`src/rtl/branch_trace_scorer.sv`:
```
// branch_trace_scorer: replays a recorded branch trace from a synchronous ROM
// into a branch predictor and grades each prediction against the true outcome.
// It presents one trace entry at a time (fetch, present for LAT cycles, update)
// and accumulates saturating hit/miss statistics for later readout.
module branch_trace_scorer #(
    parameter int AW  = 10,
    parameter int LAT = 1,
    parameter int CW  = 32
) (
    input  logic          clk,
    input  logic          reset,
    input  logic          start,
    input  logic [AW:0]   num_branches,
    output logic [AW-1:0] trace_addr,
    input  logic [31:0]   trace_pc,
    input  logic          trace_taken,
    output logic [31:0]   PC,
    output logic          result,
    input  logic          branch,
    output logic          busy,
    output logic          done,
    output logic [CW-1:0] total_cnt,
    output logic [CW-1:0] miss_cnt,
    output logic [CW-1:0] taken_cnt,
    output logic [15:0]   max_streak
);

    localparam int             LCW     = (LAT > 1) ? $clog2(LAT) : 1;
    localparam logic [LCW-1:0] LAT_TOP = LCW'(LAT - 1);
    localparam logic [AW:0]    MAX_N   = {1'b1, {AW{1'b0}}};

    typedef enum logic [2:0] {
        S_IDLE,
        S_FETCH,
        S_PRESENT,
        S_UPDATE,
        S_FINISH
    } state_t;

    state_t         state;
    state_t         next_state;

    logic [AW:0]    num_r;        // entries in this run, already clamped
    logic [AW:0]    idx;          // entry currently being graded
    logic [AW:0]    idx_next;
    logic [AW:0]    num_clamped;
    logic [LCW-1:0] lat_cnt;      // PRESENT countdown, LAT-1 down to 0
    logic           taken_r;      // true outcome of the entry being graded
    logic [15:0]    cur_streak;   // current run of consecutive misses
    logic [15:0]    streak_inc;
    logic           last_entry;
    logic           miss;

    // Saturating increment: counters stick at all-ones instead of wrapping.
    function automatic logic [CW-1:0] sat_inc(input logic [CW-1:0] v, input logic en);
        logic [CW-1:0] r;
        r = v;
        if (en && (v != {CW{1'b1}})) begin
            r = v + CW'(1);
        end
        return r;
    endfunction

    assign idx_next    = idx + (AW+1)'(1);
    assign last_entry  = (idx_next == num_r);
    assign miss        = branch ^ taken_r;
    assign streak_inc  = (cur_streak == 16'hFFFF) ? cur_streak : cur_streak + 16'd1;
    // A request longer than the trace replays the whole trace once, never wrapping.
    assign num_clamped = (num_branches > MAX_N) ? MAX_N : num_branches;

    // State register.
    always_ff @(posedge clk) begin
        // NOTE: clocked state uses non-blocking (<=) so every flop samples
        // pre-edge values; blocking here would create order-dependent races.
        if (reset) begin
            state <= S_IDLE;
        end else begin
            state <= next_state;
        end
    end

    // Next-state decode and the status outputs that follow directly from state.
    always_comb begin
        // NOTE: every output gets a default before the case so no path
        // leaves one unassigned, which would otherwise infer a latch.
        next_state = state;
        busy       = 1'b0;
        done       = 1'b0;
        result     = 1'b0;
        case (state)
            S_IDLE: begin
                if (start) begin
                    next_state = (num_branches == '0) ? S_FINISH : S_FETCH;
                end
            end
            S_FETCH: begin
                busy       = 1'b1;
                next_state = S_PRESENT;
            end
            S_PRESENT: begin
                busy = 1'b1;
                if (lat_cnt == '0) begin
                    next_state = S_UPDATE;
                end
            end
            S_UPDATE: begin
                busy       = 1'b1;
                result     = taken_r;
                next_state = last_entry ? S_FINISH : S_FETCH;
            end
            S_FINISH: begin
                done       = 1'b1;
                next_state = S_IDLE;
            end
            default: next_state = S_IDLE;
        endcase
    end

    // Datapath: run setup, trace fetch/present, and statistics accumulation.
    always_ff @(posedge clk) begin
        if (reset) begin
            trace_addr <= '0;
            PC         <= '0;
            taken_r    <= 1'b0;
            num_r      <= '0;
            idx        <= '0;
            lat_cnt    <= '0;
            total_cnt  <= '0;
            miss_cnt   <= '0;
            taken_cnt  <= '0;
            cur_streak <= '0;
            max_streak <= '0;
        end else begin
            case (state)
                S_IDLE: begin
                    if (start) begin
                        num_r      <= num_clamped;
                        idx        <= '0;
                        total_cnt  <= '0;
                        miss_cnt   <= '0;
                        taken_cnt  <= '0;
                        cur_streak <= '0;
                        max_streak <= '0;
                        // An empty run touches no trace entry at all.
                        if (num_branches != '0) begin
                            trace_addr <= '0;
                        end
                    end
                end
                S_FETCH: begin
                    lat_cnt <= LAT_TOP;
                end
                S_PRESENT: begin
                    // ROM data is valid in the first PRESENT cycle only.
                    if (lat_cnt == LAT_TOP) begin
                        PC      <= trace_pc;
                        taken_r <= trace_taken;
                    end
                    if (lat_cnt != '0) begin
                        lat_cnt <= lat_cnt - LCW'(1);
                    end
                end
                S_UPDATE: begin
                    total_cnt <= sat_inc(total_cnt, 1'b1);
                    taken_cnt <= sat_inc(taken_cnt, taken_r);
                    miss_cnt  <= sat_inc(miss_cnt, miss);
                    if (miss) begin
                        cur_streak <= streak_inc;
                        if (streak_inc > max_streak) begin
                            max_streak <= streak_inc;
                        end
                    end else begin
                        cur_streak <= '0;
                    end
                    idx <= idx_next;
                    // Address stays on the final entry so it never wraps.
                    if (!last_entry) begin
                        trace_addr <= idx_next[AW-1:0];
                    end
                end
                default: ;
            endcase
        end
    end

endmodule

```
`config.mk`:
```
export PLATFORM = sky130hd
export DESIGN_NAME = branch_trace_scorer
export DESIGN_NICKNAME = d
export VERILOG_FILES = /design/src/rtl/branch_trace_scorer.sv
export SDC_FILE = /design/constraint.sdc
export NUM_CORES = 1
export LEC_CHECK = 0
export BUFFER_PORTS_ARGS = -buffer_cell sky130_fd_sc_hd__buf_2
export CAP_MARGIN = 15
export CORE_MARGIN = 2
export CORE_UTILIZATION = 35
export DETAILED_ROUTE_END_ITERATION = 8
export PLACE_DENSITY = 0.69
export SKIP_LAST_GASP = 1
export SLEW_MARGIN = 20
export SYNTH_ARGS = -nofsm -noshare
export SYNTH_HDL_FRONTEND = slang
export SYNTH_SLANG_ARGS = --single-unit
```
`constraint.sdc`:
```
create_clock -name clk -period 3.6 [get_ports clk]
set_clock_uncertainty 0.1 [all_clocks]
set_input_delay 0.72 -clock clk [delete_from_list [all_inputs] [get_ports clk]]
set_output_delay 0.72 -clock clk [all_outputs]
set_load 0.03 [all_outputs]
```
==> impl_metrics.toml <==
[cts]
clk_latency_ns = 0.44
cts_root_buf = "clkbuf_16"
cts_buffer_depth = 2
numClockSinks = 196
cts_tree = "yes"
cts_made_buffers = 17
h-tree-depth = 4
clk_pin_slew_worst_paths_ns = 0.08
hold_buffers = 0

[global_routing]
track_usage = 0.176
grt_pass1_vias = 8038
grt.overflow.total = 0
grt_pass1_wl_mm = 40.6
antenna_found_initial = 6
grt_max_degree = 63

[die]
ioPinCount = 205
die_y_um = 167
core.rowCount = 59
fp.coreArea_um2 = 26000
dieArea_um2 = 27700
die_w_um = 167
start_util = 0.356

[yosys]
synth_area_um2 = 9250
ys_seq_area_frac = 0.424
ys_top_cells_by_area = "dfxtp_1 (42%), nor2_1 (5.9%), xnor2_1 (5.7%)"
synth_area_leader_cell = "dfxtp_1"
synth_top_area_frac = 0.424
synth_nets = 1185
synth_cells = 1116
synthArstFlopShare = 0
yosys_warnings = 0
synth_ff_type = "dfxtp_1"
ys_ff_latch = 196
synth.distinct_cells = 61
syn_area_per_cell_um2 = 8.29
synth-edff-count = 0

[timing]
holdWs_ns = 0.352
drv_slew = 0
post-route-period-util = 0.965
worstMarginPinSlew_ns = 0.706
hold_viol_final = 0
relSlewSlack = 0.529
fmax_mhz = 288
finalCriticalPeriod_ns = 3.47
setup_violations = 0

[place]
io_buffers = 204
placed_area_um2 = 10800
gp_congestion = 0.876
hpwl_mm = 18.0
dp.cells = 1635

[worst_setup_path]
crit_arrival_ns = 3.70
cp.required_ns = 3.83
reg2reg_slack_ns = 0.13
crit_buf_inv = 1
crit_slowest_cell = "or3_1"
crit_top_cell = "and3_4"
cp-startpoint = "cur_streak[9]"
crit_fanout = 10
rr_startpoint = "cur_streak[9]"
cp-start-kind = "flip-flop"
cp-endpoint = "max_streak[13]"
cp_slowest_stage_delay_ns = 0.39
worstSetupPathType = "flip-flop to flip-flop"
cpLargestDelayFamily = "simple AND/OR/NAND/NOR gates"
end_kind = "flip-flop"
r2r_cells = 13
worstReg2RegEnd = "max_streak[13]"
cp.depth = 13
path_cells = "and4_1 -> and3_4 -> and3_4 -> nand3_1 -> mux2_2 -> ha_1 -> and3_1 -> nand4_1 -> a211oi_2 -> nor3_2 -> or3_1 -> buf_4 -> a32o_1"

[cells_and_area]
area_delta_synth_final_pct = 24.2
fillers = 2576
design_area_um2 = 11500
multi_input_comb_area_um2 = 5050
layout_commonest_cell = "buf_2"
regArea_um2 = 3930
layout-drive-gt1-share = 0.235
layout_common_cells = "buf_2 (204), dfxtp_1 (193), nor2_1 (143)"
final_cell_count_no_fill = 1673
fin_nets = 1390

[route]
drc = 0
dr.first_iter.drc_count = 640
first_pass_iters = 8
antenna_left = 0
vias = 8524
via_per_inst = 5.10
drt-total-wl_mm = 25.0
wire_per_inst_um = 14.9

[pwr]
netSwitchingFraction = 0.295
clkPwrFrac = 0.413
p_per_area_nw_per_um2 = 410
p_seq_frac = 0.479
power.internal_uw = 3320
netSwitchingPower_uw = 1390
ir_drop_uv = 318
leakagePower_uw = 0.00458
power.share.combinational = 0.108

[status]
status = "complete, no violations"

[min_path]
min_path_type = "flip-flop to flip-flop"
hold_start = "PC[18]"

[flow_run]
drv_cap = 0
-- sequential cells by signal, summed over array words and instances, names as in the netlist --
register / count
PC: 32
cur_streak: 16
idx: 11
max_streak: 16
miss_cnt: 32
num_r: 11
state: 3
taken_cnt: 32
taken_r: 1
total_cnt: 32
trace_addr: 10
-- cell usage after synthesis, types with 4 or more instances --
cell         n
a21o_1       6
a21oi_1     82
a22o_1       7
a22oi_1     14
a32o_1      16
and2_1       7
and3_1      21
and4_1      17
buf_4        4
clkbuf_1    53
dfxtp_1    196
ha_1        21
inv_1       29
mux2i_1      5
nand2_1    133
nand2b_1     6
nand3_1     44
nand3b_1     7
nand4_1     25
nor2_1     145
nor3_1      35
nor3b_1      5
nor4_1      12
o21ai_0     45
o2bb2ai_1    8
or2_2        4
or3_1       24
xnor2_1     60
xor2_1      40
-- per-layer routing --
metal | global-route usage | share of wire | routed length, um | vias up
met3 | 0.0482 | 0.058 | 1440 | 30
li1 | - | - | - | 4306
met2 | 0.292 | 0.47 | 11700 | 224
met4 | 0.0506 | 0.019 | 468 | 4
met1 | 0.224 | 0.45 | 11300 | 3960
met5 | 0 | 0.0011 | 27 | -
-- worst min-delay path: cells and delay by family (launching register included) --
kind	cells	cell delay (ns)
flops	1	0.31
compound gates	1	0.05
simple gates	1	0.05
-- cell type report --
class,instances,area share
Multi-Input combinational cell,829,0.440
Sequential cell,196,0.342
Timing Repair Buffer,248,0.119
Clock buffer,17,0.0370
Tap cell,335,0.0365
Clock inverter,15,0.0156
Inverter,29,0.00948
Antenna cell,4,0.000872
-- power groups by stage --
stage	clock, uW	combinational, uW	sequential (uW)
3_3_place_gp	0	504	2310
3_5_place_dp	0	509	2310
5_1_grt	2110	556	2270
2_1_floorplan	0	272	2370
4_1_cts	2000	511	2260
6_report	1940	510	2260
-- how the worst min path moves through the flow --
stage | endpoint | slack [ns] | cells past startpoint
2_1_floorplan | num_r[5] | 0.34 | 2
5_1_grt | PC[18] | 0.38 | 2
3_5_place_dp | PC[18] | 0.34 | 2
3_3_place_gp | PC[9] | 0.34 | 2
4_1_cts | PC[18] | 0.35 | 2
6_report | PC[18] | 0.35 | 2
-- metrics by stage --
step,util,power (uW),setup slack (ns),setup TNS (ns)
after floorplan,-,2640,0.00647,0
after global placement,0.415,2810,0.119,0
after detailed placement,0.415,2820,0.0382,0
after CTS,0.439,4770,0.0341,0
after global routing,0.442,4930,-0.0338,-0.273
final,0.442,4710,0.127,0
-- kinds of logic after synthesis --
kind of cell             share of synthesized area
XOR/XNOR                                    0.0973
AND/OR/NAND/NOR                              0.267
multiplexers                               0.00785
AO/OA/AOI/OAI                                0.135
adder cells (fa/ha/maj)                     0.0284
flip-flops                                   0.424
buffers and inverters                       0.0405
-- what timing repair did --
action / in CTS / in global routing
resized for setup: 1 / 17
pin swaps: 0 / 3
endpoints found under the setup margin: 4 / 16
setup buffers: 0 / 2
Power figures use the tool's default switching activity.
